==> src/rtl/serial_pkg.sv <==
// rtl/serial_pkg.sv - shared types and constants for the serial edge sampler
//
// Holds the sampler FSM state encoding, the active-edge select constants and
// the chip-select polarity constants used by serial_edge_sampler.
package serial_pkg;

  typedef enum logic [1:0] {
    SETTLE = 2'd0,
    IDLE   = 2'd1,
    ACTIVE = 2'd2
  } state_e;

  localparam int EDGE_RISING  = 0;
  localparam int EDGE_FALLING = 1;

  localparam int CS_POL_HIGH = 0;
  localparam int CS_POL_LOW  = 1;

endpackage

==> src/rtl/serial_edge_sampler_if.sv <==
// rtl/serial_edge_sampler_if.sv - bus and strobe bundle of the serial edge sampler
//
// Ports (signals):
//   en, bus_clk, bus_data, bus_cs            : driven by master, sampled by slave
//   read_sig, data_bit, frame_start,
//   frame_end, frame_active, bit_count,
//   overflow                                 : driven by slave (the sampler)
// CNT_W must equal $clog2(MAX_BITS+1) of the attached sampler.
interface serial_edge_sampler_if #(
  parameter int CNT_W = 6
);

  logic             en;
  logic             bus_clk;
  logic             bus_data;
  logic             bus_cs;
  logic             read_sig;
  logic             data_bit;
  logic             frame_start;
  logic             frame_end;
  logic             frame_active;
  logic [CNT_W-1:0] bit_count;
  logic             overflow;

  modport master (
    output en, bus_clk, bus_data, bus_cs,
    input  read_sig, data_bit, frame_start, frame_end, frame_active, bit_count, overflow
  );

  modport slave (
    input  en, bus_clk, bus_data, bus_cs,
    output read_sig, data_bit, frame_start, frame_end, frame_active, bit_count, overflow
  );

endinterface

==> src/rtl/serial_line_sync.sv <==
// rtl/serial_line_sync.sv - one-bit synchronizer chain with optional glitch filter
//
// Optional feature macro: SERIAL_GLITCH_FILTER_EN (adds the stable-cycle filter).
// Ports:
//   sys_clk : system clock
//   rst     : synchronous active-high reset, loads RST_VAL into every stage
//   line_i  : asynchronous input line
//   line_o  : synchronized (and, with the filter, debounced) line
module serial_line_sync #(
  parameter int   SYNC_STAGES = 2,
  parameter logic RST_VAL     = 1'b0,
  parameter int   FILTER_LEN  = 3
) (
  input  logic sys_clk,
  input  logic rst,
  input  logic line_i,
  output logic line_o
);

  if (SYNC_STAGES < 2 || SYNC_STAGES > 4) begin : g_bad_stages
    $error("serial_line_sync: SYNC_STAGES must be 2..4");
  end
  if (FILTER_LEN < 1) begin : g_bad_filter
    $error("serial_line_sync: FILTER_LEN must be at least 1");
  end

  logic [SYNC_STAGES-1:0] sync_q;

  always_ff @(posedge sys_clk) begin
    if (rst) begin
      sync_q <= {SYNC_STAGES{RST_VAL}};
    end else begin
      sync_q <= {sync_q[SYNC_STAGES-2:0], line_i};
    end
  end

`ifdef SERIAL_GLITCH_FILTER_EN
  localparam int FCNT_W = $clog2(FILTER_LEN + 1);

  logic              filt_q;
  logic [FCNT_W-1:0] fcnt_q;

  // The filtered level follows only after the synced level has disagreed
  // with it for FILTER_LEN consecutive cycles; any agreement restarts the run.
  always_ff @(posedge sys_clk) begin
    if (rst) begin
      filt_q <= RST_VAL;
      fcnt_q <= '0;
    end else if (sync_q[SYNC_STAGES-1] != filt_q) begin
      if (fcnt_q == FCNT_W'(FILTER_LEN - 1)) begin
        filt_q <= sync_q[SYNC_STAGES-1];
        fcnt_q <= '0;
      end else begin
        fcnt_q <= fcnt_q + 1'b1;
      end
    end else begin
      fcnt_q <= '0;
    end
  end

  assign line_o = filt_q;
`else
  assign line_o = sync_q[SYNC_STAGES-1];
`endif

endmodule

==> src/rtl/serial_edge_sampler.sv <==
// rtl/serial_edge_sampler.sv - serial read-path front end: sync, edge detect, framing
//
// Optional feature macro: SERIAL_GLITCH_FILTER_EN (glitch filter on all three lines).
// Ports:
//   sys_clk : system clock
//   rst     : synchronous active-high reset
//   sif     : serial_edge_sampler_if.slave
//             in : en, bus_clk, bus_data, bus_cs
//             out: read_sig, data_bit, frame_start, frame_end, frame_active,
//                  bit_count[CNT_W-1:0], overflow
module serial_edge_sampler
  import serial_pkg::*;
#(
  parameter int   SYNC_STAGES   = 2,
  parameter int   SAMPLE_EDGE   = 0,
  parameter logic CLK_IDLE      = 1'b0,
  parameter int   CS_ACTIVE_LOW = 1,
  parameter int   MAX_BITS      = 32,
  parameter int   FILTER_LEN    = 3
) (
  input logic                 sys_clk,
  input logic                 rst,
  serial_edge_sampler_if.slave sif
);

  localparam int   CNT_W   = $clog2(MAX_BITS + 1);
  localparam logic CS_IDLE = (CS_ACTIVE_LOW == CS_POL_LOW);
`ifdef SERIAL_GLITCH_FILTER_EN
  localparam int SETTLE_LEN = SYNC_STAGES + 1 + FILTER_LEN;
`else
  localparam int SETTLE_LEN = SYNC_STAGES + 1;
`endif
  localparam int SET_W = $clog2(SETTLE_LEN + 1);

  logic clk_s, data_s, cs_s;

  serial_line_sync #(.SYNC_STAGES(SYNC_STAGES), .RST_VAL(CLK_IDLE), .FILTER_LEN(FILTER_LEN))
    u_clk_sync (.sys_clk(sys_clk), .rst(rst), .line_i(sif.bus_clk), .line_o(clk_s));

  serial_line_sync #(.SYNC_STAGES(SYNC_STAGES), .RST_VAL(1'b0), .FILTER_LEN(FILTER_LEN))
    u_data_sync (.sys_clk(sys_clk), .rst(rst), .line_i(sif.bus_data), .line_o(data_s));

  serial_line_sync #(.SYNC_STAGES(SYNC_STAGES), .RST_VAL(CS_IDLE), .FILTER_LEN(FILTER_LEN))
    u_cs_sync (.sys_clk(sys_clk), .rst(rst), .line_i(sif.bus_cs), .line_o(cs_s));

  state_e           state_q;
  logic [SET_W-1:0] settle_cnt_q;
  logic             clk_dly_q;
  logic             read_sig_q, data_bit_q, frame_start_q, frame_end_q, frame_active_q;
  logic [CNT_W-1:0] bit_count_q;
  logic             overflow_q;

  logic edge_hit, cs_on;

  assign edge_hit = (SAMPLE_EDGE == EDGE_FALLING) ? (clk_dly_q & ~clk_s) : (clk_s & ~clk_dly_q);
  assign cs_on    = (cs_s != CS_IDLE);

  always_ff @(posedge sys_clk) begin
    if (rst) begin
      state_q        <= SETTLE;
      settle_cnt_q   <= '0;
      clk_dly_q      <= CLK_IDLE;
      read_sig_q     <= 1'b0;
      data_bit_q     <= 1'b0;
      frame_start_q  <= 1'b0;
      frame_end_q    <= 1'b0;
      frame_active_q <= 1'b0;
      bit_count_q    <= '0;
      overflow_q     <= 1'b0;
    end else begin
      clk_dly_q     <= clk_s;
      read_sig_q    <= 1'b0;
      frame_start_q <= 1'b0;
      frame_end_q   <= 1'b0;
      case (state_q)
        // Let every chain flush its reset preload before edges are trusted.
        SETTLE: begin
          frame_active_q <= 1'b0;
          if (settle_cnt_q == SET_W'(SETTLE_LEN - 1)) begin
            state_q <= IDLE;
          end else begin
            settle_cnt_q <= settle_cnt_q + 1'b1;
          end
        end
        // A clock edge coinciding with cs assertion is intentionally not counted.
        IDLE: begin
          if (cs_on && sif.en) begin
            state_q        <= ACTIVE;
            frame_start_q  <= 1'b1;
            frame_active_q <= 1'b1;
            bit_count_q    <= '0;
            overflow_q     <= 1'b0;
          end
        end
        ACTIVE: begin
          if (!sif.en) begin
            state_q        <= IDLE;
            frame_active_q <= 1'b0;
          end else if (!cs_on) begin
            state_q        <= IDLE;
            frame_active_q <= 1'b0;
            frame_end_q    <= 1'b1;
          end else if (edge_hit) begin
            read_sig_q <= 1'b1;
            data_bit_q <= data_s;
            if (bit_count_q < CNT_W'(MAX_BITS)) begin
              bit_count_q <= bit_count_q + 1'b1;
            end else begin
              overflow_q <= 1'b1;
            end
          end
        end
        default: begin
          state_q        <= SETTLE;
          settle_cnt_q   <= '0;
          data_bit_q     <= 1'b0;
          frame_active_q <= 1'b0;
          bit_count_q    <= '0;
          overflow_q     <= 1'b0;
        end
      endcase
    end
  end

  assign sif.read_sig     = read_sig_q;
  assign sif.data_bit     = data_bit_q;
  assign sif.frame_start  = frame_start_q;
  assign sif.frame_end    = frame_end_q;
  assign sif.frame_active = frame_active_q;
  assign sif.bit_count    = bit_count_q;
  assign sif.overflow     = overflow_q;

endmodule

==> src/flat_wrapper.sv <==
// flat-port wrapper written by rule: the top's interface ports become plain ports
module serial_edge_sampler_flat import serial_pkg::*;
#(
  parameter int   SYNC_STAGES   = 2,
  parameter int   SAMPLE_EDGE   = 0,
  parameter logic CLK_IDLE      = 1'b0,
  parameter int   CS_ACTIVE_LOW = 1,
  parameter int   MAX_BITS      = 32,
  parameter int   FILTER_LEN    = 3
)
  (sys_clk, rst, sif_en, sif_bus_clk, sif_bus_data, sif_bus_cs, sif_read_sig, sif_data_bit, sif_frame_start, sif_frame_end, sif_frame_active, sif_bit_count, sif_overflow);
  serial_edge_sampler_if #(.CNT_W(6)) sif_i ();
  input logic sys_clk;
  input logic rst;
  input wire logic [$bits(sif_i.en)-1:0] sif_en;
  input wire logic [$bits(sif_i.bus_clk)-1:0] sif_bus_clk;
  input wire logic [$bits(sif_i.bus_data)-1:0] sif_bus_data;
  input wire logic [$bits(sif_i.bus_cs)-1:0] sif_bus_cs;
  output wire logic [$bits(sif_i.read_sig)-1:0] sif_read_sig;
  output wire logic [$bits(sif_i.data_bit)-1:0] sif_data_bit;
  output wire logic [$bits(sif_i.frame_start)-1:0] sif_frame_start;
  output wire logic [$bits(sif_i.frame_end)-1:0] sif_frame_end;
  output wire logic [$bits(sif_i.frame_active)-1:0] sif_frame_active;
  output wire logic [$bits(sif_i.bit_count)-1:0] sif_bit_count;
  output wire logic [$bits(sif_i.overflow)-1:0] sif_overflow;
  assign sif_i.en = sif_en;
  assign sif_i.bus_clk = sif_bus_clk;
  assign sif_i.bus_data = sif_bus_data;
  assign sif_i.bus_cs = sif_bus_cs;
  assign sif_read_sig = sif_i.read_sig;
  assign sif_data_bit = sif_i.data_bit;
  assign sif_frame_start = sif_i.frame_start;
  assign sif_frame_end = sif_i.frame_end;
  assign sif_frame_active = sif_i.frame_active;
  assign sif_bit_count = sif_i.bit_count;
  assign sif_overflow = sif_i.overflow;
  serial_edge_sampler #(.SYNC_STAGES(SYNC_STAGES), .SAMPLE_EDGE(SAMPLE_EDGE), .CLK_IDLE(CLK_IDLE), .CS_ACTIVE_LOW(CS_ACTIVE_LOW), .MAX_BITS(MAX_BITS), .FILTER_LEN(FILTER_LEN)) u_core (.sys_clk(sys_clk), .rst(rst), .sif(sif_i));
endmodule
==> config.mk <==
export PLATFORM = sky130hd
export DESIGN_NAME = serial_edge_sampler_flat
export DESIGN_NICKNAME = d
export VERILOG_FILES = /design/src/rtl/serial_pkg.sv /design/src/rtl/serial_edge_sampler_if.sv /design/src/rtl/serial_line_sync.sv /design/src/rtl/serial_edge_sampler.sv /design/src/flat_wrapper.sv
export SDC_FILE = /design/constraint.sdc
export NUM_CORES = 1
export LEC_CHECK = 0
export BUFFER_PORTS_ARGS = -buffer_cell sky130_fd_sc_hd__buf_2
export CORE_MARGIN = 10
export CORE_UTILIZATION = 45
export CTS_BUF_LIST = sky130_fd_sc_hd__clkbuf_16
export DETAILED_ROUTE_END_ITERATION = 8
export GPL_TIMING_DRIVEN = 0
export PLACE_DENSITY = 0.73
export SLEW_MARGIN = 20
export SYNTH_ARGS = -nofsm -noshare
export SYNTH_HDL_FRONTEND = slang
export SYNTH_SLANG_ARGS = --single-unit
==> constraint.sdc <==
create_clock -name sys_clk -period 1.8 [get_ports sys_clk]
set_clock_uncertainty 0.05 [all_clocks]
set_input_delay 0.36 -clock sys_clk [delete_from_list [all_inputs] [get_ports sys_clk]]
set_output_delay 0.36 -clock sys_clk [all_outputs]
set_load 0.05 [all_outputs]
==> impl_metrics.csv <==
group,metric,value,unit
status,status,"complete, no violations",
grt,groute.usage.overall,0.110,
cells_and_area,postLayoutCoreUtil,0.611,
sta,rsz0062_at_grt,"yes",
cells_and_area,layout-area-overhead-vs-synth,28.7,%
logic_synthesis,netlist_area_before_placement,0.00106,mm²
floorplanning,die_y,68.5,µm
cells_and_area,fillCellCount,194,
grt,grt_start_max_net_pins,14,
placed_design,post-place-cells,155,
logic_synthesis,synth.yosys.seq_area_share,0.434,
floorplanning,die-area,0.00470,mm²
placed_design,dpl_worst_slack,-0.127,ns
setup_path,slowest_stage,"or4b_4",
cells_and_area,drive_above_1_share,0.319,
setup_path,slowest_delay,0.46,ns
run,cap_viol_max_count,0,
clock_tree,cts_made_buffers,3,
placed_design,dp.final_hpwl,1.67,mm
setup_path,critical_path.startpoint,"u_core.state_q[1]",
setup_path,setup.worst_path.start_class,"flip-flop",
pwr,vdd_drop_max,0.920,mV
route,via_count,905,
sta,timing_max_transition_violations_final,0,
setup_path,cp_cell_sequence,"buf_6, ha_4, a21oi_4, a21bo_4, or4b_4, a31oi_1",
min_path,whs_endpoint,"u_core.u_cs_sync.sync_q[0]",
logic_synthesis,postSynthRegisterBits,23,
clock_tree,tritoncts,"done",
sta,max_slew.worst_pin.slew,0.489,ns
route,drt-vias-per-instance,5.45,
route,wl_per_cell,14.9,µm
logic_synthesis,ys.flop_type,"dfxtp_1",
min_path,min_from,"sif_bus_cs",
floorplanning,ios,18,
clock_tree,number_of_buffers_added_to_fix_hold_violations_after_cts,0,
clock_tree,cts.sinks,23,
min_path,hold_path_depth,2,
grt,grt_pass1_wl,3.97,mm
floorplanning,initial_core_utilization,0.475,
cells_and_area,post_layout_nonfiller_instances,166,
setup_path,worst-setup-path-type,"reg -> reg",
logic_synthesis,netlist_instances,110,
sta,final_min_period_over_clock_period,0.987,
grt,antenna_found_initial,0,
logic_synthesis,synth-async-reset-ratio,0,
setup_path,timing.reg2reg.setup_slack,0.02,ns
sta,timing.final.ws_setup,0.0235,ns
logic_synthesis,synth-warning-count,0,
clock_tree,clock_path_buffers,2,
clock_tree,htreeDepth,1,
logic_synthesis,syn_nets,123,
min_path,hold_path_class,"in -> reg",
clock_tree,clkLatencyLatePin,0.26,ns
setup_path,critical_path.reg2reg.endpoint,"u_core.sif.bit_count[4]",
route,drcViolationCount,0,
sta,setup_viol,0,
sta,hold_viol,0,
sta,min_period,1.78,ns
logic_synthesis,avg_inst_size_synth,9.63,µm²
cells_and_area,antenna-diode-count,0,
floorplanning,die_w,68.5,µm
sta,fmaxAchievable,563,MHz
placed_design,final_weighted_congestion_in_routability_driven_placement,0.719,
setup_path,crit-reg2reg-launch,"u_core.state_q[1]",
sta,final.setup.tns,0,ns
setup_path,worstSetupEndpointType,"flip-flop",
grt,number_of_global_route_vias_before_repair,856,
route,wirelength,2.47,mm
setup_path,timing.critical_path.arrival,1.91,ns
floorplanning,row_count,17,
pwr,total_design_power,1.65,mW
route,drtIter0Drc,85,
setup_path,worstPathRequired,1.94,ns
placed_design,io_buffer_count,17,
logic_synthesis,synth_cell_types,35,
clock_tree,cts_root_buffer,"clkbuf_16",
sta,slew-limit-headroom,0.674,
setup_path,r2r_cells,6,
floorplanning,coreArea,0.00223,mm²
route,router_iterations_before_antenna_repair,4,
logic_synthesis,synth_enable_flop_cells,0,
pwr,cellPowerDensity,1210,mW/mm²
cells_and_area,final_nets,152,
pwr,reported_leakage_power,0.571,nW
clock_tree,cts.reportedPaths.clkPinSlew,0.06,ns
grt,grt_overflow_total,0,
setup_path,worst-path-max-fanout,6,
route,detail-route-antenna-nets,0,
==> cell families after synthesis <==
logic type	Yosys count	synth area share
simple gates	44	0.269
fa+ha+maj	7	0.0826
mux	2	0.0189
flops	23	0.434
compound gates	25	0.156
buf+inv	9	0.0390
==> layout make-up <==
class | count | area [µm²] | area share
inverter | 4 | 15.0 | 0.0110
clock buffer | 3 | 75.1 | 0.0550
multi-input combinational | 78 | 607 | 0.445
sequential | 23 | 463 | 0.339
buffer | 4 | 15.0 | 0.0110
tap | 28 | 35.0 | 0.0257
clock inverter | 1 | 5.00 | 0.00367
timing repair buffer | 25 | 149 | 0.109
==> placed cells by master (no fill, tap or decap), drive strengths merged, types with 4 or more instances in the layout <==
master,instances
inv,4
clkbuf,7
nor2b,5
buf,25
nor2,9
ha,7
a31oi,5
nand2,6
dfxtp,23
a21oi,7
==> through the flow <==
| stage | hold slack, ns | cell area [µm²] |
|---|---|---|
| after floorplan | 0.339 | 1060 |
| after global placement | 0.343 | 1180 |
| after detailed placement | 0.344 | 1180 |
| after CTS | 0.233 | 1300 |
| after global routing | 0.238 | 1360 |
| final | 0.235 | 1360 |
==> Yosys cell counts (3+ instances only) <==
cell type  instances  area share
a31oi_1            5       0.030
nand2_1            6       0.021
ha_1               7       0.083
nand3_1            3       0.014
nor2b_1            5       0.030
dfxtp_1           23        0.43
nor2_1             9       0.032
a21oi_1            6       0.028
o21ai_0            3       0.014
inv_1              4       0.014
clkbuf_1           4       0.014
nor4b_1            3       0.025
==> worst max-delay path: cells and delay by family, from the launching register on <==
family                     cells  cell delay, ns
adders and majority gates      1            0.17
and+or+nand+nor                1            0.46
buffers and inverters          1            0.12
DFF                            1            0.33
AOI/OAI and AO/OA              3            0.57
==> worst max path at each step <==
stage | cells past startpoint | end
after floorplan | 7 | u_core.sif.bit_count[2]
after global placement | 6 | u_core.sif.bit_count[2]
after detailed placement | 6 | u_core.sif.bit_count[2]
after CTS | 6 | u_core.sif.bit_count[2]
after global routing | 7 | u_core.state_q[1]
final | 6 | u_core.sif.bit_count[4]
==> layer usage <==
layer	global-route usage	wire length, µm
met5	0	0
met4	0.0302	21
met3	0.0467	166
met2	0.182	1200
met1	0.127	1080
==> where the power goes <==
part           leakage [nW]  switching, mW  internal [mW]  total (mW)
clock network        0.0409          0.184          0.299       0.483
registers             0.188         0.0252          0.556       0.581
logic                 0.342          0.299          0.288       0.586
total                 0.571          0.508           1.14        1.65
==> state kept, by name, summed over array words and instances (netlist names) <==
register                   flops
u_core.sif.bit_count           6
u_core.settle_cnt_q            2
u_core.state_q                 2
u_core.u_clk_sync.sync_q       2
u_core.u_cs_sync.sync_q        2
u_core.u_data_sync.sync_q      2
u_core.clk_dly_q               1
u_core.sif.data_bit            1
u_core.sif.frame_active        1
u_core.sif.frame_end           1
u_core.sif.frame_start         1
u_core.sif.overflow            1
u_core.sif.read_sig            1
==> what timing repair did <==
| item | CTS | global route |
|---|---|---|
| endpoints found under the setup margin | 3 | 3 |
| resized for setup | 6 | 5 |
| pin swaps | 2 | 4 |
| setup buffers | 4 | 4 |
| endpoints found under the hold margin | 0 | 0 |
(Power assumes the default switching activity.)
